## config.mk

```make
export PLATFORM = sky130hd
export DESIGN_NAME = health_ctrl
export DESIGN_NICKNAME = d
export VERILOG_FILES = /design/src/rtl/health_ctrl.sv
export SDC_FILE = /design/constraint.sdc
export NUM_CORES = 1
export LEC_CHECK = 0
export CAP_MARGIN = 10
export CORE_ASPECT_RATIO = 0.5
export CORE_UTILIZATION = 30
export CTS_BUF_LIST = sky130_fd_sc_hd__clkbuf_2 sky130_fd_sc_hd__clkbuf_4 sky130_fd_sc_hd__clkbuf_8
export DETAILED_ROUTE_END_ITERATION = 8
export SYNTH_ARGS = -nofsm -noshare
export SYNTH_HDL_FRONTEND = slang
export SYNTH_SLANG_ARGS = --single-unit
```

## constraint.sdc

```tcl
create_clock -name clk -period 4.2 [get_ports clk]
set_clock_uncertainty 0.2 [all_clocks]
set_input_delay 0.42 -clock clk [delete_from_list [all_inputs] [get_ports clk]]
set_output_delay 0.42 -clock clk [all_outputs]
set_load 0.05 [all_outputs]
```

## src/rtl/health_ctrl.sv

```systemverilog
// health_ctrl: owns the lives count, the post-hit invulnerability window and the
// frame-aligned heart visibility mask consumed by the heart sprite renderers.
//
// state  | meaning
// ALIVE  | normal play; a hit costs a life
// INVULN | post-hit window; hits ignored, the lost heart blinks
// DEAD   | lives = 0; only RESTART or a non-zero SET leaves
module health_ctrl #(
  parameter int MAX_LIVES     = 3,
  parameter int INVULN_FRAMES = 60,
  parameter int BLINK_PERIOD  = 8
) (
  input  logic                 clk,
  input  logic                 res,
  input  logic                 write_en0,
  input  logic                 right_addr,
  input  logic [31:0]          pwdata,
  input  logic                 animate,
  input  logic                 hit,
  input  logic                 heal,
  output logic [MAX_LIVES-1:0] hearts,
  output logic [3:0]           lives,
  output logic                 invuln,
  output logic                 game_over
);

  typedef enum logic [1:0] {ALIVE, INVULN, DEAD} state_t;

  localparam logic [1:0] OP_RESTART = 2'b01;
  localparam logic [1:0] OP_SET     = 2'b10;
  localparam logic [1:0] OP_KILL    = 2'b11;

  localparam logic [3:0] MAX_L      = 4'(MAX_LIVES);
  localparam logic [7:0] INV_F      = 8'(INVULN_FRAMES);
  localparam logic [7:0] BLINK_LAST = 8'(BLINK_PERIOD - 1);

  state_t               state_q;
  logic [3:0]           lives_q;
  logic [7:0]           inv_cnt;
  logic [7:0]           blink_cnt;
  logic                 blink_ph;
  logic [MAX_LIVES-1:0] hearts_q;
  logic [MAX_LIVES-1:0] mask_nxt;

  logic       cmd_valid;
  logic [1:0] op;
  logic [3:0] set_raw;
  logic [3:0] set_val;
  logic [3:0] lives_heal;
  logic       unused_pwdata;

  assign op            = pwdata[1:0];
  assign set_raw       = pwdata[11:8];
  assign set_val       = (set_raw > MAX_L) ? MAX_L : set_raw;
  assign cmd_valid     = write_en0 & right_addr & (op != 2'b00);
  assign lives_heal    = (lives_q < MAX_L) ? lives_q + 4'd1 : lives_q;
  assign unused_pwdata = ^{pwdata[31:12], pwdata[7:2]};

  // Mask is built from registered values only, so hearts shows the pre-edge view.
  always_comb begin
    mask_nxt = '0;
    for (int i = 0; i < MAX_LIVES; i++) begin
      if (i < int'(lives_q))
        mask_nxt[i] = 1'b1;
      else if (i == int'(lives_q) && state_q == INVULN && lives_q < MAX_L)
        mask_nxt[i] = blink_ph;
    end
  end

  always_ff @(posedge clk or negedge res) begin
    if (!res) begin
      state_q   <= ALIVE;
      lives_q   <= MAX_L;
      inv_cnt   <= 8'd0;
      blink_cnt <= 8'd0;
      blink_ph  <= 1'b1;
      hearts_q  <= '1;
    end else begin
      if (animate)
        hearts_q <= mask_nxt;

      if (cmd_valid) begin
        // Any real command aborts an invulnerability window in progress.
        inv_cnt   <= 8'd0;
        blink_cnt <= 8'd0;
        blink_ph  <= 1'b1;
        case (op)
          OP_RESTART: begin
            lives_q <= MAX_L;
            state_q <= ALIVE;
          end
          OP_SET: begin
            lives_q <= set_val;
            state_q <= (set_val == 4'd0) ? DEAD : ALIVE;
          end
          OP_KILL: begin
            lives_q <= 4'd0;
            state_q <= DEAD;
          end
          default: ;
        endcase
      end else begin
        case (state_q)
          ALIVE: begin
            if (hit) begin
              if (lives_q > 4'd1) begin
                lives_q   <= lives_q - 4'd1;
                inv_cnt   <= INV_F;
                blink_cnt <= 8'd0;
                blink_ph  <= 1'b1;
                state_q   <= INVULN;
              end else begin
                lives_q <= 4'd0;
                state_q <= DEAD;
              end
            end else if (heal) begin
              lives_q <= lives_heal;
            end
          end
          INVULN: begin
            if (heal)
              lives_q <= lives_heal;
            if (animate) begin
              if (inv_cnt <= 8'd1) begin
                inv_cnt <= 8'd0;
                state_q <= ALIVE;
              end else begin
                inv_cnt <= inv_cnt - 8'd1;
              end
              if (blink_cnt >= BLINK_LAST) begin
                blink_cnt <= 8'd0;
                blink_ph  <= ~blink_ph;
              end else begin
                blink_cnt <= blink_cnt + 8'd1;
              end
            end
          end
          DEAD: ;
          default: state_q <= ALIVE;
        endcase
      end
    end
  end

  assign hearts    = hearts_q;
  assign lives     = lives_q;
  assign invuln    = (state_q == INVULN);
  assign game_over = (state_q == DEAD);

endmodule

```

; Yosys cells after proc, flatten, opt, wreduce, memory -nomap -nowiden
; Cells that the tools add are included.
[op_classes]
addsub = 4
n_lt_le_gt_ge = 8
eq_ne = 14
n_mux = 40
bitwise_logic = 3
reduce_logical = 15
[op_table]
columns = cell, count
row1 = $mux W8, 10
row2 = $pmux W8 S2, 2
row3 = $mux W4, 6
row4 = $mux W2, 6
row5 = $pmux W2 S3, 2
row6 = $pmux W4 S3, 1
row7 = $mux W1, 11
row8 = $reduce_and A5 Y1, 2
row9 = $add A8 B1 Y8 const B, 1
row10 = $ge A8 B3 Y1 const B, 1
row11 = $le A8 B1 Y1 const B, 1
row12 = $logic_not A4 Y1, 2
row13 = $lt A1 B4 Y1 const A, 2
row14 = $pmux W4 S2, 1
row15 = $sub A8 B1 Y8 const B, 1
row16 = $eq A2 B2 Y1 const B, 3
row17 = $logic_and A1 B1 Y1, 6
row18 = $ne A3 B1 Y1 const B, 2
row19 = $ne A3 B3 Y1 const B, 2
row20 = $add A4 B1 Y4 const B, 1
row21 = $eq A2 B1 Y1 const B, 2
row22 = $eq A2 B4 Y1 const A, 1
row23 = $eq A3 B4 Y1 const A, 1
row24 = $gt A4 B1 Y1 const B, 1
row25 = 15 further kinds, 16
[word_totals]
register_bits = 26
inputBits = 39
wordCells = 90

; Longest topological paths before layout
; Gate-level depths: netlist of run 1.
[depth]
ltp_word = 6
mapped_depth = 8

; Worst setup path after synthesis of run 1
; No wires, ideal clock.
[synth_timing]
path_type = register -> register
startpoint = register lives_q[0], in the netlist lives[0]
endpoint = register inv_cnt[5]
arrival_ps = 2220
required_time_ps = 3861
slack_ps = 1641
stages_incl_launch_ff = 9
path_buffers = 2
cell_sequence = dfstp_2 -> inv_1 -> ha_1 -> or2_0 -> clkbuf_1 -> a21o_1 -> buf_6 -> a2111oi_2 -> o32ai_1
[synth_via]
elab_chain_len = 3
[synth_lines]
columns = item, line
row1 = "start, declared", 38  ; logic [3:0] lives_q;
row2 = "start signal, assigned", 93  ; lives_q <= set_val;
row3 = "start signal, assigned", 107  ; lives_q <= lives_q - 4'd1;
row4 = "start signal, assigned", 117  ; lives_q <= lives_heal;
row5 = $gt A4 B1 Y1, 106  ; if (lives_q > 4'd1) begin
row6 = $ne A3 B3 Y1 (no source line), --
row7 = $reduce_and A4 Y1 (no source line), --
row8 = "end signal, assigned", 128  ; inv_cnt <= inv_cnt - 8'd1;
row9 = "end, declared", 39  ; logic [7:0] inv_cnt;
; Every way passes these cells.
; A chain may end at the register's enable or synchronous reset.

; Final worst setup path of run 1
[layout_timing]
startpoint = register state_q[1]
endpoint = output port invuln
[layout_via]
elab_chain_len = 1
[layout_lines]
columns = item, line
row1 = "start, declared", 37  ; state_t state_q;
row2 = "start signal, assigned", 94  ; state_q <= (set_val == 4'd0) ? DEAD : ALIVE;
row3 = $eq A2 B1 Y1, 147  ; assign invuln = (state_q == INVULN);
row4 = "end, declared", 23  ; output logic invuln,
; Every way passes these cells.

==> results.txt, run 1 <==
----------------------------------------------------
[Routing]
  Residual DRC ... 0
  Starting DRC count in detailed routing ... 126
  Initial DRT Pass Iterations ... 4
  DR WL/cell ... 14.9 um
  Number of vias after detailed routing ... about 1.5k
  Via count normalized by instance count ... 5.60
  Antenna Violating Nets Remaining ... 0
  Post-detailed-routing wire length ... 3990 um

[Yosys]
  Count of yosys warnings during synthesis ... 0
  Cell count after synthesis ... approximately 180
  Synth async-reset ratio ... 100%
  Post-synthesis instance area ... 1670 um2
  Portion of the post-synthesis area used by sequential elements ... 39.3%
  Mean post-synth cell area ... slightly above 9 um2
  Main flop type after synthesis ... sky130_fd_sc_hd__dfrtp_1
  Number of distinct standard cells referenced by the synthesized netlist ... 60
  Number of synthesized flops with an enable pin ... 0
  Syn_nets ... 226
  Flip-flop and latch count after synthesis ... 26

[Setup path]
  Kind of cell adding the most delay to the critical path ... buffers and inverters
  Kind of start point of the critical path ... register
  Maximum single-stage delay on the critical path ... around 840 ps
  Number of buffers and inverters on the critical path ... 2
  Crit path required time ... 3580 ps
  Worst EP arrival ... between 2000 and 2500 ps
  Slowest stage cell on the critical path ... sky130_fd_sc_hd__clkdlybuf4s50_1
  Nature of the critical path endpoint ... output pin
  Crit-path cells ... nand2b_1 -> inv_2 -> clkdlybuf4s50_1
  Type of the worst setup path ... register to output pin
  Peak fanout along the critical path ... 12

[Cells and area]
  Final layout net count ... around 250
  Antenna diode instance count ... 0
  Cell area after layout ... 1990 um2
  Final cell count without fillers ... 267
  Final core utilization ... 38.8%
  Area growth, synth to finish ... 18.9%
  Most common cell after layout, fill and taps aside ... sky130_fd_sc_hd__clkdlybuf4s50_1
  Leading cell types in the layout, fill and taps excluded ... sky130_fd_sc_hd__clkdlybuf4s50_1 (21), sky130_fd_sc_hd__dfrtp_1 (20), sky130_fd_sc_hd__a21oi_1 (15), sky130_fd_sc_hd__nor2_1 (12), sky130_fd_sc_hd__nand2_1 (12)
  Share of cells above drive strength 1 ... about an eighth

[Run status]
  Status ... completed

[STA]
  Total negative slack ... 0 ps
  Worst Setup Slack, final ... 1300 ps
  Max transition margin ... 31.8%
  Pin slew with the least headroom to its limit ... roughly 1000 ps
  Smallest hold slack ... 312 ps
  Final worst-path cycle share ... slightly below 70%
  Setup repair after global routing missed its margin ... false
  Final hold viol count ... 0
  Period minus WS final ... 2900 ps
  Maximum frequency from static timing analysis ... 345 MHz
  Final slew viol count ... 0
  Count of final setup violators ... 0

[Global routing]
  Total global routing track utilization ... between 10% and 20%
  Maximum number of pins on one net before global-route repair ... 22
  Initial antenna violation count ... 0
  Number of global-route vias before repair ... around 1.3k
  Overflow left after global routing ... 0
  First-pass GRT wire length ... ~6300 um

[Clock network]
  Clock tree from TritonCTS ... built
  H-tree levels ... 1
  Bufs on Longest Clock Path ... 2
  Post-CTS resize count ... 0
  Insertion delay of the later-clocked pin in the worst-skew pair ... ~270 ps
  Library cell used as clock root buffer ... sky130_fd_sc_hd__clkbuf_8
  Post-CTS Hold Buffers ... 0
  Clock-pin slew on the worst setup and hold paths ... 90 ps
  TritonCTS buffer count ... 3
  Clock sinks ... 26
  Number of setup buffers added after CTS ... 0

[Die]
  # IOs ... 48
  Core Footprint ... 5130 um2
  Die span in x ... 108 um
  Full die area ... 5900 um2
  Standard-cell rows ... 18
  Starting utilization of the core area ... 32.6%
  Vertical die dimension ... around 55 um

[Pwr]
  Post-layout total power ... ~1.4 mW
  Sequential share of power ... 33.2%
  Share of total power in combinational logic ... around 55%
  Clk pwr share ... a little under an eighth
  Internal Power ... 713 uW
  Cell area power density ... 692 nW/um2
  Power dissipated by switching net loads ... 664 uW
  Largest voltage drop on the vdd net ... 275 uV
  Pleak ... 0.762 nW
  Switching power share of the total ... 48.2%

[Placed design]
  Buffers on Ports ... 21
  Detailed Place HPWL ... between 2000 and 3000 um
  GP Congestion ... approximately 0.8
  Total placed instance area ... about 1900 um2
  Worst slack, placed ... 1560 ps
  Cell total after placement ... approximately 260

[Flow run]
  Max-capacitance violation count ... 0

[Min path]
  Class of the worst hold path ... register to register

----------------------------------------------------
[Yosys cell counts, types with 2 or more instances]
library cell	count	share of area [%]
sky130_fd_sc_hd__a2111oi_2	2	1.8
sky130_fd_sc_hd__a211oi_1	2	0.90
sky130_fd_sc_hd__a21oi_1	15	4.5
sky130_fd_sc_hd__a221o_1	2	1.2
sky130_fd_sc_hd__a41oi_1	2	1.0
sky130_fd_sc_hd__and3_1	2	0.75
sky130_fd_sc_hd__and4_1	2	1.0
sky130_fd_sc_hd__buf_2	2	0.60
sky130_fd_sc_hd__buf_6	2	1.3
sky130_fd_sc_hd__clkbuf_1	4	0.90
sky130_fd_sc_hd__dfrtp_1	20	30
sky130_fd_sc_hd__dfstp_2	6	9.4
sky130_fd_sc_hd__ha_1	8	6.0
sky130_fd_sc_hd__inv_1	8	1.8
sky130_fd_sc_hd__nand2_1	12	2.7
sky130_fd_sc_hd__nand2b_1	2	0.75
sky130_fd_sc_hd__nand3_1	8	2.4
sky130_fd_sc_hd__nand4_1	2	0.75
sky130_fd_sc_hd__nor2_1	12	2.7
sky130_fd_sc_hd__nor2b_1	2	0.75
sky130_fd_sc_hd__nor3_1	6	1.8
sky130_fd_sc_hd__nor4_1	7	2.6
sky130_fd_sc_hd__o211ai_1	3	1.3
sky130_fd_sc_hd__o21ai_0	4	1.2
sky130_fd_sc_hd__o21ai_1	6	1.8
sky130_fd_sc_hd__o22ai_1	3	1.1
sky130_fd_sc_hd__o2bb2ai_1	2	1.0
[path summary, 6_finish.rpt]
kind                            start            to  slack (ps)  cells after the start
min                         hearts[0]     hearts[0]         310                      2
max in group asynchronous         res      lives[0]        2540                      2
min reg2reg                 hearts[0]     hearts[0]         310                      2
max reg2reg                  lives[0]    inv_cnt[7]        1600                      6
max                        state_q[1]        invuln        1300                      3
min in group asynchronous         res  blink_cnt[6]         500                      1
[final cells by class]
class                      instances  area [um2]
sequential                        26         658
timing repair buffer              23         225
tap                               70        87.6
clock buffer                       4        55.1
inverter                           9        33.8
fill                             526        3140
multi-input combinational        135         931
[layer usage]
metal / wire length, um / global-route usage [%]
met5: 0 / 0
met2: 1780 / 22.9
met4: 27 / 4.11
met1: 1950 / 19.2
met3: 221 / 3.93
[worst reg2reg max path, stage by stage, from the launching register on]
cell,delay [ps]
sky130_fd_sc_hd__dfstp_2,610
sky130_fd_sc_hd__inv_1,100
sky130_fd_sc_hd__ha_1,230
sky130_fd_sc_hd__or2_0,380
sky130_fd_sc_hd__a21o_1,400
sky130_fd_sc_hd__a2111oi_2,420
sky130_fd_sc_hd__a221o_1,210
[registers in the layout, indices dropped and copies added, names as in the netlist]
register	cells
state_q	2
inv_cnt	8
hearts	3
lives	4
blink_cnt	8
blink_ph	1
[power by group through the flow]
| stage | clock, mW | sequential (mW) | combinational [mW] |
|---|---|---|---|
| 2_1_floorplan | 0 | 0.530 | 0.496 |
| 3_3_place_gp | 0 | 0.455 | 0.746 |
| 3_5_place_dp | 0 | 0.460 | 0.753 |
| 4_1_cts | 0.170 | 0.456 | 0.757 |
| 5_1_grt | 0.183 | 0.472 | 0.829 |
| 6_report | 0.164 | 0.457 | 0.755 |
[logic make-up (layout without fill, tap and decap cells)]
group                    Yosys count  in the layout  synth area share (%)
flip-flops                        26             26                  39.3
AO/OA/AOI/OAI                     59             59                  26.0
multiplexers                       2              2                  1.27
AND/OR/NAND/NOR                   66             66                  22.3
adder cells (fa/ha/maj)            8              8                  5.98
buffers and inverters             18             36                  5.08
Power figures use the tool's default switching activity.
==> run 2, diff against run 1 <==
==> constraint.sdc (replaced) <==
create_clock -name clk -period 2.71 [get_ports clk]
set_clock_uncertainty 0.2 [all_clocks]
set_input_delay 0.271 -clock clk [delete_from_list [all_inputs] [get_ports clk]]
set_output_delay 0.271 -clock clk [all_outputs]
set_load 0.05 [all_outputs]
==> run 2 against run 1 <==
- global-route usage is 0.49 points higher
- largest power group unchanged
- final cell count grew 3.4%
- via count about the same
- first-iteration DRC count fell by 3.2%
==> results.txt, run 2 (same netlist as run 1, synthesis figures left out) <==
----------------------------------------------------
[Clock network]
  TritonCTS buffer count ... 3 (unchanged)
  H-tree levels ... 1 (unchanged)
  Bufs on Longest Clock Path ... 2 (unchanged)
  Number of setup buffers added after CTS ... 0 (unchanged)
  Post-CTS resize count ... 0 (unchanged)
  Insertion delay of the later-clocked pin in the worst-skew pair ... 270 ps (about the same)
  Clock-pin slew on the worst setup and hold paths ... 90 ps (about the same)
  Clock tree from TritonCTS ... built (unchanged)
  Post-CTS Hold Buffers ... 0 (unchanged)
  Library cell used as clock root buffer ... sky130_fd_sc_hd__clkbuf_8 (unchanged)
  Clock sinks ... 26 (unchanged)

[Setup path]
  Worst EP arrival ... 2490 ps (was 2280 ps)
  Number of buffers and inverters on the critical path ... 1 (was 2)
  Maximum single-stage delay on the critical path ... 620 ps (was 840 ps)
  Kind of cell adding the most delay to the critical path ... compound AO/OA/AOI/OAI gates (was buffers and inverters)
  Slowest stage cell on the critical path ... sky130_fd_sc_hd__dfstp_2 (was sky130_fd_sc_hd__clkdlybuf4s50_1)
  Crit-path cells ... inv_1 -> ha_1 -> or2_0 -> a21o_1 -> a2111oi_2 -> a221o_1 (was nand2b_1 -> inv_2 -> clkdlybuf4s50_1)
  Type of the worst setup path ... register to register (was register to output pin)
  Instance count on the critical path ... 6 (was 3)
  Crit path required time ... 2720 ps (was 3580 ps)
  Kind of start point of the critical path ... register (unchanged)
  Reg2Reg Depth ... 6 (unchanged)
  Peak fanout along the critical path ... 9 (was 12)
  Nature of the critical path endpoint ... register (was output pin)

[Global routing]
  Initial antenna violation count ... 0 (unchanged)
  Overflow left after global routing ... 0 (unchanged)
  First-pass GRT wire length ... 6690 um (was 6300 um)
  Number of global-route vias before repair ... 1350 (was 1295)
  Total global routing track utilization ... 14.8% (was 14.3%)
  Maximum number of pins on one net before global-route repair ... 27 (was 22)

[Die]
  Starting utilization of the core area ... 32.6% (unchanged)
  Full die area ... 5900 um2 (unchanged)
  # IOs ... 48 (unchanged)
  Vertical die dimension ... 54.8 um (unchanged)
  Die span in x ... 108 um (unchanged)
  Core Footprint ... 5130 um2 (unchanged)
  Standard-cell rows ... 18 (unchanged)

[Min path]
  Class of the worst hold path ... input pin to async pin (was register to register)

[Routing]
  Post-detailed-routing wire length ... 4010 um (was 3990 um)
  Number of vias after detailed routing ... 1494 (was 1495)
  DR WL/cell ... 14.5 um (was 14.9 um)
  Antenna Violating Nets Remaining ... 0 (unchanged)
  Initial DRT Pass Iterations ... 4 (unchanged)
  Starting DRC count in detailed routing ... 122 (was 126)
  Via count normalized by instance count ... 5.41 (was 5.60)
  Residual DRC ... 0 (unchanged)

[STA]
  Pin slew with the least headroom to its limit ... 526 ps (was 1020 ps)
  Final worst-path cycle share ... 91.6%
  Count of final setup violators ... 0 (unchanged)
  Final hold viol count ... 0 (unchanged)
  Final slew viol count ... 0 (unchanged)
  Max transition margin ... 64.7% (was 31.8%)
  Setup repair after global routing missed its margin ... false (unchanged)
  Period minus WS final ... 2480 ps
  Total negative slack ... 0 ps (unchanged)
  Maximum frequency from static timing analysis ... 403 MHz

[Pwr]
  Largest voltage drop on the vdd net ... 564 uV (was 275 uV)
  Pleak ... 0.802 nW (was 0.762 nW)
  Cell area power density ... 1070 nW/um2 (was 692 nW/um2)

[Cells and area]
  Share of cells above drive strength 1 ... 16.0% (was 12.2%)
  Final layout net count ... 254 (was 245)
  Most common cell after layout, fill and taps aside ... sky130_fd_sc_hd__clkdlybuf4s50_1 (unchanged)
  Multi-input combinational cell area ... 931 um2 (unchanged)
  Final core utilization ... 40.0% (was 38.8%)
  Antenna diode instance count ... 0 (unchanged)
  Leading cell types in the layout, fill and taps excluded ... sky130_fd_sc_hd__clkdlybuf4s50_1 (21), sky130_fd_sc_hd__dfrtp_1 (20), sky130_fd_sc_hd__a21oi_1 (15), sky130_fd_sc_hd__nor2_1 (12), sky130_fd_sc_hd__nand2_1 (12) (unchanged)
  Register Area ... 658 um2 (unchanged)
  Number of fill cells in the layout ... 516 (was 526)
  Area growth, synth to finish ... 22.6% (was 18.9%)

[Placed design]
  Detailed Place HPWL ... 2950 um (was 2880 um)
  Buffers on Ports ... 21 (unchanged)
  GP Congestion ... 0.808 (was 0.796)

[Flow run]
  Max-capacitance violation count ... 0 (unchanged)

[Run status]
  Status ... completed (unchanged)

----------------------------------------------------
## run 2: report_power, final
part / leakage, nW / total, mW / internal, mW / switching [mW]
combinational: 0.445 / 1.26 / 0.500 / 0.758
clock: 0.0262 / 0.237 / 0.115 / 0.122
sequential: 0.331 / 0.699 / 0.537 / 0.161
## run 2: final timing paths
| path | start | end | slack, ps |
|---|---|---|---|
| max | lives[0] | inv_cnt[7] | 230 |
| min | res | blink_cnt[7] | 160 |
| max reg2reg | lives[0] | inv_cnt[7] | 230 |
| min reg2reg | hearts[0] | hearts[0] | 300 |
| max in group asynchronous | res | lives[0] | 1840 |
| min in group clk | hearts[0] | hearts[0] | 300 |
## run 2: per-stage QoR
step,hold WS [ps],power [mW],worst slack [ps],instance area [um2],std cells
3_3_place_gp,285,1.93,279,2000,272
4_1_cts,181,2.20,232,2050,276
3_5_place_dp,292,1.96,249,2000,272
6_report,164,2.19,228,2050,276
2_1_floorplan,-225,1.59,151,1670,179
5_1_grt,183,2.36,90.9,2050,276
## run 2: worst reg2reg max path, cell delays in order (launching register included)
cell                        delay, ps
sky130_fd_sc_hd__dfstp_2          620
sky130_fd_sc_hd__inv_1            100
sky130_fd_sc_hd__ha_1             230
sky130_fd_sc_hd__or2_0            310
sky130_fd_sc_hd__a21o_1           350
sky130_fd_sc_hd__a2111oi_2        410
sky130_fd_sc_hd__a221o_1          210
## run 2: area by class of cell
class	count	area share, %
Multi-Input combinational cell	135	45.4
Sequential cell	26	32.1
Timing Repair Buffer	32	14.3
Tap cell	70	4.27
Clock buffer	4	2.38
Inverter	9	1.65
## run 2: metal layers
metal | wire [um] | vias to the layer above | track usage [%] | share of wire, %
met2 | 1770 | 28 | 22.8 | 44
met5 | 0 | - | 0 | 0
li1 | - | 737 | - | -
met4 | 22 | 0 | 3.65 | 0.55
met1 | 2050 | 727 | 21.2 | 51
met3 | 161 | 2 | 3.21 | 4.0
